$ cat src/rtl/fetch_pkg.sv
// fetch_pkg: shared pipeline encodings for the RV32I fetch stage and its pipeline registers.
package fetch_pkg;
  localparam logic [1:0] PCSRC_PLUS4  = 2'b00;
  localparam logic [1:0] PCSRC_BRANCH = 2'b01;
  localparam logic [1:0] PCSRC_JALR   = 2'b10;
  localparam logic [31:0] NOP_INSTR   = 32'h0000_0013;
  typedef enum logic [1:0] {S_IDLE, S_WAIT, S_HOLD} fetch_state_t;
endpackage

$ cat src/rtl/if_id_reg.sv
// if_id_reg: pipeline register with flush > load > stall > bubble priority.
module if_id_reg #(
  parameter logic [31:0] NOP_INSTR = fetch_pkg::NOP_INSTR
) (
  input  logic        clk,
  input  logic        reset_x,
  input  logic        i_load,
  input  logic        i_stall,
  input  logic        i_flush,
  input  logic [31:0] i_instr,
  input  logic [31:0] i_pc,
  output logic        o_valid,
  output logic [31:0] o_instr,
  output logic [31:0] o_pc,
  output logic [31:0] o_pc4
);
  logic        r_valid;
  logic [31:0] r_instr, r_pc, r_pc4;
  // Bubbles leave the PC fields untouched; only valid/instr are meaningful then.
  always_ff @(posedge clk or negedge reset_x) begin
    if (!reset_x) begin
      r_valid <= 1'b0;
      r_instr <= NOP_INSTR;
      r_pc    <= '0;
      r_pc4   <= '0;
    end else if (i_flush || (!i_load && !i_stall)) begin
      r_valid <= 1'b0;
      r_instr <= NOP_INSTR;
    end else if (i_load) begin
      r_valid <= 1'b1;
      r_instr <= i_instr;
      r_pc    <= i_pc;
      r_pc4   <= i_pc + 32'd4;
    end
  end
  assign o_valid = r_valid;
  assign o_instr = r_instr;
  assign o_pc    = r_pc;
  assign o_pc4   = r_pc4;
endmodule

$ cat src/rtl/fetch_stage.sv
// fetch_stage: PC, next-PC select, single-outstanding imem request and IF/ID register.
module fetch_stage import fetch_pkg::*; #(
  parameter logic [31:0] RESET_PC  = 32'h0000_0000,
  parameter logic [31:0] NOP_INSTR = fetch_pkg::NOP_INSTR
) (
  input  logic        clk,
  input  logic        reset_x,
  input  logic        Fi_stall,
  input  logic        Di_stall,
  input  logic        Di_flush,
  input  logic [1:0]  Ei_PCSrc,
  input  logic [31:0] Ei_branchTarget,
  input  logic [31:0] Ei_jalrTarget,
  output logic        Fo_imemReq,
  output logic [31:0] Fo_imemAddr,
  input  logic        Fi_imemRvalid,
  input  logic [31:0] Fi_imemRdata,
  output logic        Do_valid,
  output logic [31:0] Do_instr,
  output logic [31:0] Do_PC,
  output logic [31:0] Do_PCPlus4,
  output logic        Fo_busy
);
  fetch_state_t r_state, w_state_nxt;
  logic [31:0] r_pc, r_addr, r_skid_instr, r_skid_pc, w_pc_nxt, w_target;
  logic r_kill, w_kill_nxt, w_redir, w_go, w_wait, w_hold;
  logic w_ld_wait, w_ld_hold, w_load, w_capture;
  assign w_redir   = Ei_PCSrc != PCSRC_PLUS4;
  assign w_target  = Ei_PCSrc == PCSRC_JALR ? Ei_jalrTarget : Ei_branchTarget;
  assign w_go      = !Di_stall && !Fi_stall && !w_redir;
  assign w_wait    = r_state == S_WAIT;
  assign w_hold    = r_state == S_HOLD;
  assign w_ld_wait = w_wait && Fi_imemRvalid && !r_kill && w_go;
  assign w_ld_hold = w_hold && w_go;
  assign w_load    = w_ld_wait || w_ld_hold;
  assign w_capture = w_wait && Fi_imemRvalid && !r_kill && !w_redir && !w_go;
  always_comb begin
    w_state_nxt = (w_capture || (w_hold && !w_redir && !w_go)) ? S_HOLD : S_WAIT;
    w_kill_nxt  = w_wait ? (Fi_imemRvalid ? 1'b0 : (r_kill || w_redir)) : r_kill;
    w_pc_nxt    = w_redir ? w_target : w_load ? r_pc + 32'd4 : r_pc;
  end
  // The outstanding address stays put until its data returns, even across a redirect.
  always_ff @(posedge clk or negedge reset_x) begin
    if (!reset_x) begin
      r_state      <= S_IDLE;
      r_pc         <= RESET_PC;
      r_addr       <= RESET_PC;
      r_kill       <= 1'b0;
      r_skid_instr <= '0;
      r_skid_pc    <= '0;
    end else begin
      r_state <= w_state_nxt;
      r_pc    <= w_pc_nxt;
      r_addr  <= (w_wait && !Fi_imemRvalid) ? r_addr : w_pc_nxt;
      r_kill  <= w_kill_nxt;
      if (w_capture) begin
        r_skid_instr <= Fi_imemRdata;
        r_skid_pc    <= r_pc;
      end
    end
  end
  assign Fo_imemReq  = w_wait;
  assign Fo_imemAddr = r_addr;
  assign Fo_busy     = w_wait && !Fi_imemRvalid;
  if_id_reg #(.NOP_INSTR(NOP_INSTR)) u_if_id (
    .clk     (clk),
    .reset_x (reset_x),
    .i_load  (w_load),
    .i_stall (Di_stall && !w_redir),
    .i_flush (Di_flush),
    .i_instr (w_ld_hold ? r_skid_instr : Fi_imemRdata),
    .i_pc    (w_ld_hold ? r_skid_pc : r_pc),
    .o_valid (Do_valid),
    .o_instr (Do_instr),
    .o_pc    (Do_PC),
    .o_pc4   (Do_PCPlus4)
  );
endmodule
$ cat config.mk
export PLATFORM = sky130hd
export DESIGN_NAME = fetch_stage
export DESIGN_NICKNAME = d
export VERILOG_FILES = /design/src/rtl/fetch_pkg.sv /design/src/rtl/if_id_reg.sv /design/src/rtl/fetch_stage.sv
export SDC_FILE = /design/constraint.sdc
export NUM_CORES = 1
export LEC_CHECK = 0
export BUFFER_PORTS_ARGS = -buffer_cell sky130_fd_sc_hd__buf_2
export CORE_UTILIZATION = 55
export CTS_BUF_LIST = sky130_fd_sc_hd__clkbuf_4 sky130_fd_sc_hd__clkbuf_8
export DETAILED_ROUTE_END_ITERATION = 6
export PLACE_DENSITY = 0.89
export SYNTH_ARGS = -nofsm -noshare
export SYNTH_HDL_FRONTEND = slang
export SYNTH_HIERARCHICAL = 1
export SYNTH_SLANG_ARGS = --single-unit
$ cat constraint.sdc
create_clock -name clk -period 6.6 [get_ports clk]
set_clock_uncertainty 0.2 [all_clocks]
set_input_delay 0.99 -clock clk [delete_from_list [all_inputs] [get_ports clk]]
set_output_delay 0.99 -clock clk [all_outputs]
set_load 0.1 [all_outputs]
# --- After elaboration in Yosys (flattened, before gate mapping) ---
# Cells that the tools add are included.
op_classes:
  mul: 0
  n_eq_ne: 3
  n_div: 0
  bitwise: 1
  shift: 0
  magnitude_cmp: 0
  reduce_logical: 28
  n_addsub: 2
  n_mux: 11
ops:
  columns: ["op", "count"]
  rows:
  - ["$mux W32", 7]
  - ["$add A32 B3 Y32 const B", 2]
  - ["$logic_and A1 B1 Y1", 13]
  - ["$logic_not A1 Y1", 8]
  - ["$eq A2 B2 Y1 const B", 2]
  - ["$logic_or A1 B1 Y1", 4]
  - ["$reduce_bool A2 Y1", 2]
  - ["$mux W1", 3]
  - ["$eq A2 B1 Y1 const B", 1]
  - ["$mux W2", 1]
  - ["$reduce_and A2 Y1", 1]
  - ["$not A1 Y1", 1]
word_totals:
  ramBits: 0
  out_inout_bits: 131
  wordCells: 55
  latch_bits: 0
  in_bits: 104
  mem_bits_ro: 0
  n_memories: 0
  reg_bits: 228

# --- Logic depth before layout (Yosys ltp) ---
depth:
  ltp_word: 10
  ltp_mapped: 11
  mapped_depth_nobuf: 8

# --- Cells and area by module ---
# The synthesis kept the hierarchy.
by_module_without_submodules:
  columns: ["module", "cells_per_inst", "area_each_um2", "seq_area_each_um2", "instances"]
  rows:
  - ["fetch_stage", 571, 6597.6, 3278.1, 1]
  - ["if_id_reg", 420, 4135.2, 2381.0, 1]

# --- Worst setup path before layout ---
# Ideal clock, no wire load.
synth_timing:
  path_kind: "reg-to-output"
  from: "reg r_state[1]"
  to: "out Fo_busy"
  path_stages_with_launch: 6
  t_required_ns: 5.410
  path_buffers: 2
  arrival_time_ns: 3.446
  path_slack_ns: 1.964
  cell_sequence: "dfrtp_1 > nor2b_1 > nand2b_1 > inv_1 > clkbuf_1 > buf_1"
synth_between:
  elab_chain_cells: 2
synth_rtl:
  columns: ["item", "line_no", "source"]
  rows:
  - ["start: declaration", "fetch_stage.sv:24", "fetch_state_t r_state, w_state_nxt;"]
  - ["start signal: assignment", "fetch_stage.sv:52", "r_state <= w_state_nxt;"]
  - ["$eq A2 B1 Y1", "fetch_stage.sv:31", "assign w_wait = r_state == S_WAIT;"]
  - ["net Fo_imemReq", "fetch_stage.sv:14", "output logic Fo_imemReq,"]
  - ["$logic_and A1 B1 Y1", "fetch_stage.sv:64", "assign Fo_busy = w_wait && !Fi_imemRvalid;"]
  - ["end: declaration", "fetch_stage.sv:22", "output logic Fo_busy"]
# The timed path passes the listed nets, and every way through them passes these cells.

# --- Worst setup path after layout ---
layout_timing:
  from: "in Ei_PCSrc[0]"
  to: "reg u_if_id.r_pc4[30], in the netlist u_if_id/o_pc4[30]"
layout_between:
  elab_chain_cells: 10
  elab_cells_between_ends: 15
  cone_classes: "1 x add/sub; 1 x mux; 1 x bitwise; 12 x reduce/logical"
layout_rtl:
  columns: ["item", "line_no", "source"]
  rows:
  - ["start: declaration", "fetch_stage.sv:11", "input logic [1:0] Ei_PCSrc,"]
  - ["$reduce_bool A2 Y1 *", "fetch_stage.sv:28", "assign w_redir = Ei_PCSrc != PCSRC_PLUS4;"]
  - ["$logic_not A1 Y1 *", "fetch_stage.sv:30, fetch_stage.sv:69", null]
  - ["branches (longest 8 deep; another with $add A32 B3 Y32)", null, null]
  - ["end signal: assignment", "if_id_reg.sv:33", "r_pc4 <= i_pc + 32'd4;"]
  - ["end: declaration", "if_id_reg.sv:18", "logic [31:0] r_instr, r_pc, r_pc4;"]
# Mark *: on every way between the ends.
# A chain may end at the register's enable or synchronous reset.

==> out/qor.yml <==
status: "complete, no violations"
yosys.area.top_type: "dfrtp_1"
synthFlopType: "dfrtp_1"
clockBufferDepth: 3
worst_pin_slew_ns: 1.143
path_cells: "buf_2 > nor4_1 > nand2_2 > buf_4 > mux2_2 > nand4_1 > or3_1 > or4_1 > a31oi_1"
hp-start: "u_if_id/o_pc[5]$_DFFE_PN0P_"
cts_inserted_buffers: 38
nets: 1315
synth.most_common_cell: "dfrtp_1"
drc: 0
hold_violations: 0
max_slew_margin_pct: 23.83
post-dp-hpwl_um: 19930
fp.dieH_um: 141.7
cts-resized-gates: 0
grt_overflow: 0
root_buffer: "clkbuf_8"
reg2regPathDepth: 8
first_pass_iters: 7
seq_power_share_pct: 39.6
slowest_delay_ns: 0.58
synth_cell_types: 53
gr-usage-all-layers_pct: 28.52
min_period_ns: 4.160
max_freq_mhz: 240.4
cts_tree: "yes"
drtIter0Drc: 508
die-area_sq_um: 20080
cp.arrival_ns: 4.42
synth_seq_cells: 226
ys_top_cells_by_area: "dfrtp_1 (52%), mux2_2 (14%), nand2_1 (5.7%)"
antenna_found_initial: 0
powerDensity_nw_per_um2: 346.9
layout.filler_cells: 1408
synth.avg_cell_area_sq_um: 10.83
cts_hold_buffers: 0
diodes: 0
hold_end: "u_if_id/o_pc[5]$_DFFE_PN0P_"
grt_max_degree: 118
switching_power_w: 0.001713
die_w_um: 141.7
setup_tns_ns: 0
setup_viol: 0
placed_cell_area_sq_um: 12070
critPathSlowestCell: "buf_4"
drv_slew: 0
p_leak_nw: 6.069
r2r_slack_ns: 3.08
wl_um: 28140
post-synth-top-area-fraction_pct: 51.99
postSynthCellCount: 991
period_share_pct: 63.04
coreArea_sq_um: 18890
min_path_type: "flop to flop"
htreeDepth: 2
path_max_fanout: 47
maxCapViolations: 0
clk-insertion-delay-late_ns: 0.53
critPathKind: "input port to flop"
clock-sinks: 226
grt_pass1_vias: 8702
async_flop_share_pct: 100.0
rr_endpoint: "u_if_id/o_pc4[30]$_DFFE_PN0P_"
startpoint_type: "input port"
ios: 235
r2r_start: "r_state[1]$_DFF_PN0_"
fin_area_sq_um: 12950
netlist_top_cells_count: "dfrtp_1 (223), nand2_1 (162), mux2_2 (131)"
netSwitchingFraction_pct: 38.13
power_frac_comb_pct: 29.0
hold_depth: 2
synth_fp_nets: 1097
yosysWarnings: 6
io_buffers: 234
peakVddDrop_mv: 0.2775
drive_gt1_share_pct: 37.35
gp_congestion: 0.9718
start_util_pct: 56.81
critPathCaptureType: "flop"
cellInternalPower_w: 0.002779
rsz0062_at_grt: "no"
grt_pass1_wl_um: 44950
pwr-share-clk_pct: 31.5
synth_edf_count: 0
netlist_area_sq_um: 10730
vias: 8732
clk_pin_slew_ns: 0.06
routedWlPerCell_um: 18.80
antenna_left: 0
yosysSeqAreaShare_pct: 52.73
viasPerCell: 5.833
num_rows: 50
area_delta_synth_final_pct: 20.67
cts_setup_buffers: 0
required_ns: 6.86
## registers in the layout, summed over array words and instances (netlist names), 2 cells and up
name	flops
Fo_imemAddr	32
r_pc	32
r_skid_instr	32
r_skid_pc	32
r_state	2
u_if_id/o_instr	32
u_if_id/o_pc	32
u_if_id/o_pc4	30
## worst max path at each step
stage,startpoint,endpoint,slack (ns)
finish,Ei_PCSrc[0],u_if_id/o_pc4[30]$_DFFE_PN0P_,2.44
global route,Ei_PCSrc[0],u_if_id/o_pc4[30]$_DFFE_PN0P_,2.12
CTS,Ei_PCSrc[0],u_if_id/o_pc4[30]$_DFFE_PN0P_,2.49
detailed placement,Ei_PCSrc[0],u_if_id/o_pc4[30]$_DFFE_PN0P_,1.93
global placement,Ei_PCSrc[0],u_if_id/o_pc4[30]$_DFFE_PN0P_,2.03
floorplan,r_state[1]$_DFF_PN0_,Fo_busy,1.96
## critical path, delay by kind of cell
kind / cells / cell delay, ns
multiplexers: 1 / 0.34
buffers and inverters: 2 / 1.15
AND/OR/NAND/NOR: 5 / 1.75
AO/OA/AOI/OAI: 1 / 0.16
## cells in the final DEF, fill, tap and decap left out, types with 15 or more instances in the layout
| cell | count |
|---|---|
| nor2_1 | 28 |
| a22o_1 | 29 |
| a22oi_1 | 24 |
| dfrtp_1 | 223 |
| a21oi_1 | 16 |
| nand4_1 | 21 |
| nand3_1 | 30 |
| a31oi_1 | 17 |
| mux2_2 | 131 |
| xor2_1 | 19 |
| xnor2_1 | 24 |
| o221ai_1 | 15 |
| clkbuf_8 | 50 |
| nand2_1 | 161 |
| buf_2 | 233 |
| o21ai_0 | 61 |
## per-stage QoR
stage | util (%) | total power [W] | hold slack [ns] | setup slack, ns | std cells
after floorplan | - | 0.002799 | 0.2767 | 1.964 | 991
after global placement | 63.86 | 0.003062 | 0.2534 | 2.027 | 1429
after detailed placement | 63.86 | 0.003098 | 0.2549 | 1.933 | 1429
after CTS | 68.55 | 0.004516 | 0.2728 | 2.494 | 1497
after global routing | 68.55 | 0.004678 | 0.2840 | 2.125 | 1497
final | 68.55 | 0.004492 | 0.2684 | 2.440 | 1497
## cell type report
class                      count  area, sq um  share of cell area [%]
sequential                   226         5659                   43.70
multi-input combinational    685         4768                   36.82
timing repair buffer         245         1264                   9.757
clock buffer                  63        785.8                   6.067
tap                          260        325.3                   2.512
clock inverter                 5        100.1                  0.7729
inverter                      13        48.80                  0.3768
## cells by family (layout without fill, tap and decap cells)
group	count (synthesis)	count (layout)	synth area share (%)
compound gates	191	191	12.12
buf+inv	80	326	3.019
simple gates	316	316	14.46
mux	133	133	13.93
xor+xnor	43	43	3.509
fa+ha+maj	2	2	0.2331
flops	226	226	52.73
## power by group through the flow
stage / combinational [W] / sequential, W / clock, W
after floorplan: 0.000354 / 0.00244 / 0
after global placement: 0.00128 / 0.00178 / 0
after detailed placement: 0.00130 / 0.00180 / 0
after CTS: 0.00131 / 0.00177 / 0.00144
after global routing: 0.00136 / 0.00181 / 0.00151
final: 0.00130 / 0.00178 / 0.00141
## routing by layer
| layer | global-route usage, % | share of wire [%] | vias up |
|---|---|---|---|
| li1 | - | - | 4020 |
| met1 | 36.78 | 42 | 4275 |
| met2 | 48.17 | 48 | 385 |
| met3 | 5.805 | 7.2 | 52 |
| met4 | 9.451 | 2.3 | 0 |
| met5 | 0 | 0 | - |
Note: power is estimated with default switching activity, not from simulation.
